--- src/rtl/lsu_pkg.sv ---
// Shared definitions for the RV32I load/store unit: funct3 codes, FSM state
// encoding, exception cause codes and op legality/alignment helpers.
package lsu_pkg;

    // funct3 codes (loads and stores share the size encodings)
    localparam logic [2:0] LB  = 3'b000;
    localparam logic [2:0] LH  = 3'b001;
    localparam logic [2:0] LW  = 3'b010;
    localparam logic [2:0] LBU = 3'b100;
    localparam logic [2:0] LHU = 3'b101;
    localparam logic [2:0] SB  = 3'b000;
    localparam logic [2:0] SH  = 3'b001;
    localparam logic [2:0] SW  = 3'b010;

    typedef enum logic [1:0] {
        StIdle = 2'd0,
        StReq  = 2'd1,
        StWait = 2'd2
    } lsu_state_e;

    localparam logic [1:0] CauseMisLoad  = 2'b01;
    localparam logic [1:0] CauseMisStore = 2'b10;
    localparam logic [1:0] CauseIllegal  = 2'b11;

    function automatic logic op_legal(input logic is_store, input logic [2:0] f3);
        if (is_store) begin
            return (f3 == SB) || (f3 == SH) || (f3 == SW);
        end
        return (f3 == LB) || (f3 == LH) || (f3 == LW) || (f3 == LBU) || (f3 == LHU);
    endfunction

    // Only meaningful for legal ops; f3[1:0] carries the access size.
    function automatic logic op_misaligned(input logic [2:0] f3, input logic [1:0] off);
        if (f3[1:0] == 2'b01) begin
            return off[0];
        end
        if (f3[1:0] == 2'b10) begin
            return off != 2'b00;
        end
        return 1'b0;
    endfunction

endpackage

--- src/rtl/lsu_align.sv ---
// Combinational lane steering for the load/store unit.
// Ports:
//   funct3_i     access size / signedness
//   offset_i     effective address bits [1:0]
//   store_data_i rs2 value
//   rdata_i      raw memory read word
//   wdata_o      lane-replicated store data
//   be_o         store byte enables
//   load_data_o  extracted and extended load data
module lsu_align
    import lsu_pkg::*;
#(
    parameter int unsigned INT32W = 32
) (
    input  logic [2:0]        funct3_i,
    input  logic [1:0]        offset_i,
    input  logic [INT32W-1:0] store_data_i,
    input  logic [INT32W-1:0] rdata_i,
    output logic [INT32W-1:0] wdata_o,
    output logic [3:0]        be_o,
    output logic [INT32W-1:0] load_data_o
);

    logic [INT32W-1:0] shifted;

    always_comb begin
        wdata_o = store_data_i;
        be_o    = 4'b1111;
        case (funct3_i)
            SB: begin
                wdata_o = {4{store_data_i[7:0]}};
                be_o    = 4'b0001 << offset_i;
            end
            SH: begin
                wdata_o = {2{store_data_i[15:0]}};
                be_o    = 4'b0011 << offset_i;
            end
            default: ;
        endcase
    end

    always_comb begin
        shifted     = rdata_i >> {offset_i, 3'b000};
        load_data_o = rdata_i;
        case (funct3_i)
            LB:      load_data_o = {{(INT32W-8){shifted[7]}}, shifted[7:0]};
            LBU:     load_data_o = {{(INT32W-8){1'b0}}, shifted[7:0]};
            LH:      load_data_o = {{(INT32W-16){shifted[15]}}, shifted[15:0]};
            LHU:     load_data_o = {{(INT32W-16){1'b0}}, shifted[15:0]};
            default: load_data_o = rdata_i;
        endcase
    end

endmodule

--- src/rtl/lsu_rv32i.sv ---
// RV32I memory-stage load/store unit. Accepts one op per handshake, checks
// legality/alignment, runs a single-outstanding req/gnt/rvalid memory port and
// produces registered writeback, store-done or exception pulses.
// Ports: clkIn/rstIn (sync active-high), execute handshake (validIn/readyOut,
// addrIn, storeDataIn, memOpIn, rdIn), memory port (memReq/We/Addr/Wdata/Be out,
// memGnt/Rvalid/Rdata in), results (wb*, storeDoneOut, exc*).
module lsu_rv32i
    import lsu_pkg::*;
#(
    parameter int unsigned INT32W = 32,
    parameter int unsigned ADDRW  = 32
) (
    input  logic              clkIn,
    input  logic              rstIn,
    input  logic              validIn,
    output logic              readyOut,
    input  logic [ADDRW-1:0]  addrIn,
    input  logic [INT32W-1:0] storeDataIn,
    input  logic [3:0]        memOpIn,
    input  logic [4:0]        rdIn,
    output logic              memReqOut,
    output logic              memWeOut,
    output logic [ADDRW-1:0]  memAddrOut,
    output logic [INT32W-1:0] memWdataOut,
    output logic [3:0]        memBeOut,
    input  logic              memGntIn,
    input  logic              memRvalidIn,
    input  logic [INT32W-1:0] memRdataIn,
    output logic              wbValidOut,
    output logic [4:0]        wbRdOut,
    output logic [INT32W-1:0] wbDataOut,
    output logic              storeDoneOut,
    output logic              excValidOut,
    output logic [1:0]        excCauseOut,
    output logic [ADDRW-1:0]  excAddrOut
);

    lsu_state_e        state_q, state_d;
    logic [ADDRW-1:0]  addr_q, addr_d;
    logic [INT32W-1:0] data_q, data_d;
    logic              store_q, store_d;
    logic [2:0]        funct3_q, funct3_d;
    logic [4:0]        rd_q, rd_d;
    logic              wb_valid_q, wb_valid_d;
    logic [4:0]        wb_rd_q, wb_rd_d;
    logic [INT32W-1:0] wb_data_q, wb_data_d;
    logic              store_done_q, store_done_d;
    logic              exc_valid_q, exc_valid_d;
    logic [1:0]        exc_cause_q, exc_cause_d;
    logic [ADDRW-1:0]  exc_addr_q, exc_addr_d;

    logic [INT32W-1:0] wdata;
    logic [3:0]        be;
    logic [INT32W-1:0] load_data;
    logic              in_req;

    lsu_align #(
        .INT32W(INT32W)
    ) u_align (
        .funct3_i    (funct3_q),
        .offset_i    (addr_q[1:0]),
        .store_data_i(data_q),
        .rdata_i     (memRdataIn),
        .wdata_o     (wdata),
        .be_o        (be),
        .load_data_o (load_data)
    );

    always_comb begin
        state_d      = state_q;
        addr_d       = addr_q;
        data_d       = data_q;
        store_d      = store_q;
        funct3_d     = funct3_q;
        rd_d         = rd_q;
        wb_valid_d   = 1'b0;
        wb_rd_d      = wb_rd_q;
        wb_data_d    = wb_data_q;
        store_done_d = 1'b0;
        exc_valid_d  = 1'b0;
        exc_cause_d  = exc_cause_q;
        exc_addr_d   = exc_addr_q;

        case (state_q)
            StIdle: begin
                if (validIn) begin
                    addr_d   = addrIn;
                    data_d   = storeDataIn;
                    store_d  = memOpIn[3];
                    funct3_d = memOpIn[2:0];
                    rd_d     = rdIn;
                    // Illegal is tested first so it wins over misalignment.
                    if (!op_legal(memOpIn[3], memOpIn[2:0])) begin
                        exc_valid_d = 1'b1;
                        exc_cause_d = CauseIllegal;
                        exc_addr_d  = addrIn;
                    end else if (op_misaligned(memOpIn[2:0], addrIn[1:0])) begin
                        exc_valid_d = 1'b1;
                        exc_cause_d = memOpIn[3] ? CauseMisStore : CauseMisLoad;
                        exc_addr_d  = addrIn;
                    end else begin
                        state_d = StReq;
                    end
                end
            end
            StReq: begin
                if (memGntIn) begin
                    if (store_q) begin
                        store_done_d = 1'b1;
                        state_d      = StIdle;
                    end else begin
                        state_d = StWait;
                    end
                end
            end
            StWait: begin
                if (memRvalidIn) begin
                    wb_valid_d = 1'b1;
                    wb_rd_d    = rd_q;
                    wb_data_d  = load_data;
                    state_d    = StIdle;
                end
            end
            default: state_d = StIdle;
        endcase
    end

    always_ff @(posedge clkIn) begin
        if (rstIn) begin
            state_q      <= StIdle;
            addr_q       <= '0;
            data_q       <= '0;
            store_q      <= 1'b0;
            funct3_q     <= '0;
            rd_q         <= '0;
            wb_valid_q   <= 1'b0;
            wb_rd_q      <= '0;
            wb_data_q    <= '0;
            store_done_q <= 1'b0;
            exc_valid_q  <= 1'b0;
            exc_cause_q  <= '0;
            exc_addr_q   <= '0;
        end else begin
            state_q      <= state_d;
            addr_q       <= addr_d;
            data_q       <= data_d;
            store_q      <= store_d;
            funct3_q     <= funct3_d;
            rd_q         <= rd_d;
            wb_valid_q   <= wb_valid_d;
            wb_rd_q      <= wb_rd_d;
            wb_data_q    <= wb_data_d;
            store_done_q <= store_done_d;
            exc_valid_q  <= exc_valid_d;
            exc_cause_q  <= exc_cause_d;
            exc_addr_q   <= exc_addr_d;
        end
    end

    // Memory-port fields are driven only while requesting so the bus idles at 0.
    assign in_req       = (state_q == StReq);
    assign readyOut     = (state_q == StIdle) && !rstIn;
    assign memReqOut    = in_req;
    assign memWeOut     = in_req && store_q;
    assign memAddrOut   = in_req ? {addr_q[ADDRW-1:2], 2'b00} : '0;
    assign memWdataOut  = (in_req && store_q) ? wdata : '0;
    assign memBeOut     = (in_req && store_q) ? be : 4'b0000;
    assign wbValidOut   = wb_valid_q;
    assign wbRdOut      = wb_rd_q;
    assign wbDataOut    = wb_data_q;
    assign storeDoneOut = store_done_q;
    assign excValidOut  = exc_valid_q;
    assign excCauseOut  = exc_cause_q;
    assign excAddrOut   = exc_addr_q;

endmodule

--- config.mk ---
export PLATFORM = sky130hd
export DESIGN_NAME = lsu_rv32i
export DESIGN_NICKNAME = d
export VERILOG_FILES = /design/src/rtl/lsu_pkg.sv /design/src/rtl/lsu_align.sv /design/src/rtl/lsu_rv32i.sv
export SDC_FILE = /design/constraint.sdc
export NUM_CORES = 1
export LEC_CHECK = 0
export ABC_AREA = 1
export CORE_MARGIN = 4
export CORE_UTILIZATION = 46
export DETAILED_ROUTE_END_ITERATION = 8
export HOLD_SLACK_MARGIN = 0.12
export PLACE_DENSITY = 0.83
export SLEW_MARGIN = 20
export SYNTH_ARGS = -nofsm -noshare
export SYNTH_HDL_FRONTEND = slang
export SYNTH_HIERARCHICAL = 1
export SYNTH_SLANG_ARGS = --single-unit
export TNS_END_PERCENT = 30
--- constraint.sdc ---
create_clock -name clkIn -period 1.93 [get_ports clkIn]
set_input_delay 0.386 -clock clkIn [delete_from_list [all_inputs] [get_ports clkIn]]
set_output_delay 0.386 -clock clkIn [all_outputs]
set_load 0.01 [all_outputs]
## Word level (Yosys, flattened, before mapping)

Cells that the tools add are included.

| word-level totals | value |
|---|---|
| bits of input ports | 110 |
| flip-flop bits (word level) | 149 |

| operators by class | value |
|---|---|
| mux-type cells | 45 |
| reductions and logical operators | 18 |
| bitwise logic cells | 5 |
| shift operators | 3 |
| equal/unequal tests | 17 |

Operators by type and width:

| cell | count |
|---|---|
| 32-bit 2-to-1 mux | 4 |
| 32-bit one-hot mux with 4 select lines | 1 |
| 32-bit one-hot mux with 2 select lines | 1 |
| 32-bit by 5-bit right shift with 16-bit output | 1 |
| 1-bit 2-to-1 mux | 27 |
| 2-bit 2-to-1 mux | 9 |
| 3-bit equality test (second input constant) | 4 |
| 2-bit inequality test (second input constant) | 5 |
| 4-bit one-hot mux with 2 select lines | 1 |
| 3-bit by 1-bit equality test with 1-bit output (second input constant) | 2 |
| 3-bit zero test | 2 |
| 2-bit one-hot mux with 3 select lines | 1 |
| 3-bit OR reduction | 2 |
| 1-bit inverter | 5 |
| 5-bit AND reduction | 1 |
| 2-bit by 1-bit equality test with 1-bit output (second input constant) | 2 |
| 2-bit equality test (second input constant) | 2 |
| 1-bit logical OR | 4 |
| 4-bit 2-to-1 mux | 1 |
| 2-bit AND reduction | 2 |
| 1-bit by 2-bit left shift with 4-bit output (first input constant) | 1 |
| 2-bit by 2-bit left shift with 4-bit output (first input constant) | 1 |
| 3-bit by 2-bit equality test with 1-bit output (second input constant) | 1 |
| 3-bit AND reduction | 1 |
| 6 further kinds | 7 |

## Longest topological paths before layout

| logic depth | value |
|---|---|
| depth in word-level cells | 24 |
| mapped depth | 10 |
| depth with buffers taken out | 9 |

## Modules after synthesis

Netlist, hierarchy kept.

Modules (own cells, without submodules):

| module | times used | area each (µm²) | cells an instance |
|---|---|---|---|
| lsu_rv32i | 1 | 6079.6 | 780 |
| lsu_align | 1 | 1241.2 | 257 |

## Worst setup path after synthesis

Ideal clock, no wire load.

| timing | value |
|---|---|
| path kind | reg-to-output |
| start point | register funct3_q[1] |
| end point | output port memWdataOut[24] |
| cell stages (with the launch flop) | 10 |
| data arrival time | 1.290 ns |
| path slack | 0.254 ns |
| required time | 1.544 ns |
| path through | dfxtp_1 buf_6 nor2_2 inv_1 nor2_4 buf_4 nand2_1 o211ai_1 inv_1 nor2_1 |

| on the way | value |
|---|---|
| longest elaborated chain between the ends | 3 |

RTL lines:

| item | line | RTL |
|---|---|---|
| start, declared | lsu_rv32i.sv:42 | `logic [2:0] funct3_q, funct3_d;` |
| start signal, assigned | lsu_rv32i.sv:148 | `funct3_q <= funct3_d;` |
| 3-bit by 1-bit equality test with 1-bit output / 3-bit zero test (equally long branches) | lsu_align.sv:29 | `case (funct3_i)` |
| 32-bit one-hot mux with 2 select lines (*) | lsu_align.sv:29 |  |
| named net wdata[24] | lsu_rv32i.sv:52 | `logic [INT32W-1:0] wdata;` |
| 32-bit 2-to-1 mux (*) | lsu_rv32i.sv:166 | `assign memWdataOut = (in_req && store_q) ? wdata : '0;` |
| end, declared | lsu_rv32i.sv:24 | `output logic [INT32W-1:0] memWdataOut,` |

Mark *: on every way through the listed nets, which the timed path passes. The rest lies on a longest branch.

## Final worst setup path

| timing | value |
|---|---|
| start point | register funct3_q[1] |
| end point | output port memWdataOut[13] |

The elaborated chain is that of the path after synthesis.

==> impl_metrics.tcl <==
set metrics [dict create \
    crit_type "reg -> out" \
    grt.total_usage_pct 25.5 \
    worst_setup_path_start_kind "register" \
    cp-end-kind "output port" \
    synth_top_area_share_pct 40.7 \
    fp-row-count 45 \
    netlist_area_mm2 0.00732 \
    yosysWarnings 6 \
    max_clock_freq_mhz 457 \
    clk_pin_slew_worst_paths_ps 60 \
    status "finished with violations" \
    worstPathMaxFanout 7 \
    violations "negative setup slack" \
    power.density_mw_per_mm2 798 \
    postCtsHoldBufs 0 \
    yosys.area_share.simple_pct 26.1 \
    yosys_register_bits 149 \
    drt_first_pass_iters 6 \
    syn_area_per_cell_um2 7.06 \
    relSlewSlack_pct 64.6 \
    die_area_mm2 0.0180 \
    layout_common_cells "clkdlybuf4s50_1 (183), dfxtp_1 (144), nand2_1 (137), o21ai_0 (132), inv_1 (121)" \
    drtIter0Drc 638 \
    crit_required_ps 1540 \
    synth-seq-area-share_pct 40.7 \
    grt_pass1_wl_mm 37.0 \
    grt.overflow.total 0 \
    ios 255 \
    synth_top_family_by_area "simple AND/OR/NAND/NOR gates" \
    insertion_delay_ps 430 \
    synthXorXnorAreaFrac_pct 0 \
    via_per_inst 5.17 \
    cts_max_path_buffers 2 \
    synth_area_leaders "dfxtp_1 (41%), o21ai_0 (9.4%), nor2_1 (8.3%)" \
    wire_per_inst_um 15.9 \
    num_vias 7816 \
    core-area_mm2 0.0154 \
    setup_viol 36 \
    synthAdderAreaFrac_pct 0 \
    layout.nets 1399 \
    cts-root-buf "clkbuf_16" \
    synth.area.mux_share_pct 0 \
    finalCritPeriodShare_pct 113 \
    irDropWorstVdd_mv 0.666 \
    hold_violations 0 \
    worst_hold_path_type "reg -> reg" \
    dp_hpwl_mm 16.7 \
    antenna_cells 0 \
    cts_tree "yes" \
    fin_ws_ps -256 \
    synth_compound_area_share_pct 19.4 \
    start_util_pct 47.6 \
    cp.arrival_ps 1800 \
    max_slew.worst_pin.slew_ps 529 \
    drcViolationCount 0 \
    cts_max_level 4 \
    numCtsBuffers 17 \
    synth.distinct_cells 28 \
    drive_gt1_share_pct 22.7 \
    die_w_um 134 \
    routed_wl_mm 24.0 \
    drv_slew 0 \
    drtAntennaViolNets 0 \
    routabilityCongestion 0.904 \
    drv_cap 0 \
    power.leakage_nw 4.53 \
    fillCellCount 1224 \
    final_util_pct 71.0 \
    rsz0062_at_grt "yes" \
    die_h_um 134 \
    antenna_found_initial 0 \
    cts_sinks 149 \
    grt_pass1_vias 7450 \
    netlist_instances 1037 \
    grt_max_degree 59 \
    total_power_mw 8.71 \
    layout_commonest_cell "clkdlybuf4s50_1" \
    yosysTopAreaCell "dfxtp_1" \
    final.setup_skew_ps 8.65 \
    io_buffers 252 \
    area_delta_synth_final_pct 49.0 \
    post-route-min-period_ps 2190 \
]
==> synth_stat cells <==
master      n
clkbuf_1   26
nor2_4      4
nor2_2      3
inv_2       3
buf_4      20
conb_1      1
buf_2      28
a21oi_4     1
nand3b_1    1
buf_12      3
nand2_2     3
nand2_4     2
inv_1     125
o21ai_2    30
o21ai_0   137
nor2_1    161
nand4_1     3
nand3_2    25
nand3_1    70
nor3_1      3
buf_8       1
buf_6       5
dfxtp_1   149
inv_4       1
o211ai_1    6
nor2_8      1
a21oi_1    82
nand2_1   143
==> layer usage <==
layer	share of wire (%)	track usage, %	wire [um]	vias up
met3	10	9.83	2520	77
met5	0	0	0	-
li1	-	-	-	3816
met2	48	42.6	11500	328
met4	3.8	11.2	919	0
met1	38	29.0	9050	3595
==> flip-flops by register name (all words and copies together), names as in the netlist <==
register,flops
wbRdOut,5
rd_q,5
wbDataOut,32
funct3_q,3
addr_q,32
excCauseOut,2
wbValidOut,1
data_q,32
excAddrOut,32
excValidOut,1
store_q,1
state_q,2
storeDoneOut,1
==> through the flow <==
stage / instance area [um^2] / setup TNS (ps) / hold slack [ps] / worst slack, ps / cells
2_1_floorplan: 7320 / 0 / 430 / 254 / 1038
5_1_grt: 10900 / -8480 / 459 / -321 / 1513
3_3_place_gp: 10100 / -2000 / 430 / -124 / 1466
6_report: 10900 / -4180 / 440 / -256 / 1513
3_5_place_dp: 10100 / -2790 / 433 / -160 / 1466
4_1_cts: 10600 / -2380 / 443 / -146 / 1506
==> worst max-delay path: stages (launching register included) <==
cell and delay, ps:
dfxtp_4 370, nor2_4 90, inv_2 60, nor2_4 170, buf_12 150, nand2_1 70, o21ai_0 130, inv_1 90
nor2_1 100, buf_2 140
==> kinds of logic (layout without fill, tap and decap cells) <==
| group | after synthesis | count (layout) |
|---|---|---|
| DFF | 149 | 149 |
| AOI/OAI and AO/OA | 256 | 256 |
| and+or+nand+nor | 419 | 419 |
| buffers and inverters | 212 | 476 |
| other | 1 | 2 |
==> where the power goes <==
part	switching (mW)	internal [mW]	total, mW
sequential	0.136	3.30	3.44
combinational	1.05	0.864	1.91
clock	1.43	1.93	3.36
==> final timing paths <==
path                  from               to  slack [ps]  cells after the start
max reg2reg    funct3_q[2]    wbDataOut[17]         210                     10
min          wbDataOut[23]    wbDataOut[23]         440                      2
min reg2reg  wbDataOut[23]    wbDataOut[23]         440                      2
max            funct3_q[1]  memWdataOut[13]        -260                      9
==> timing repair <==
action / in CTS / in global routing
pin swaps: 1 / 23
setup buffers: 6 / 4
gates resized for setup: 304 / 77
cloned: 2 / 4
setup endpoints to repair: 69 / 91
==> cell type report <==
class	instances	area (um^2)	share of cell area, %
well taps	211	264	2.42
repair buffers	315	3010	27.5
inverters	129	494	4.53
multi-input cells	677	3550	32.6
clock buffers	20	467	4.28
flip-flops and latches	149	2990	27.4
clock inverters	12	135	1.24
(Power assumes the default switching activity.)
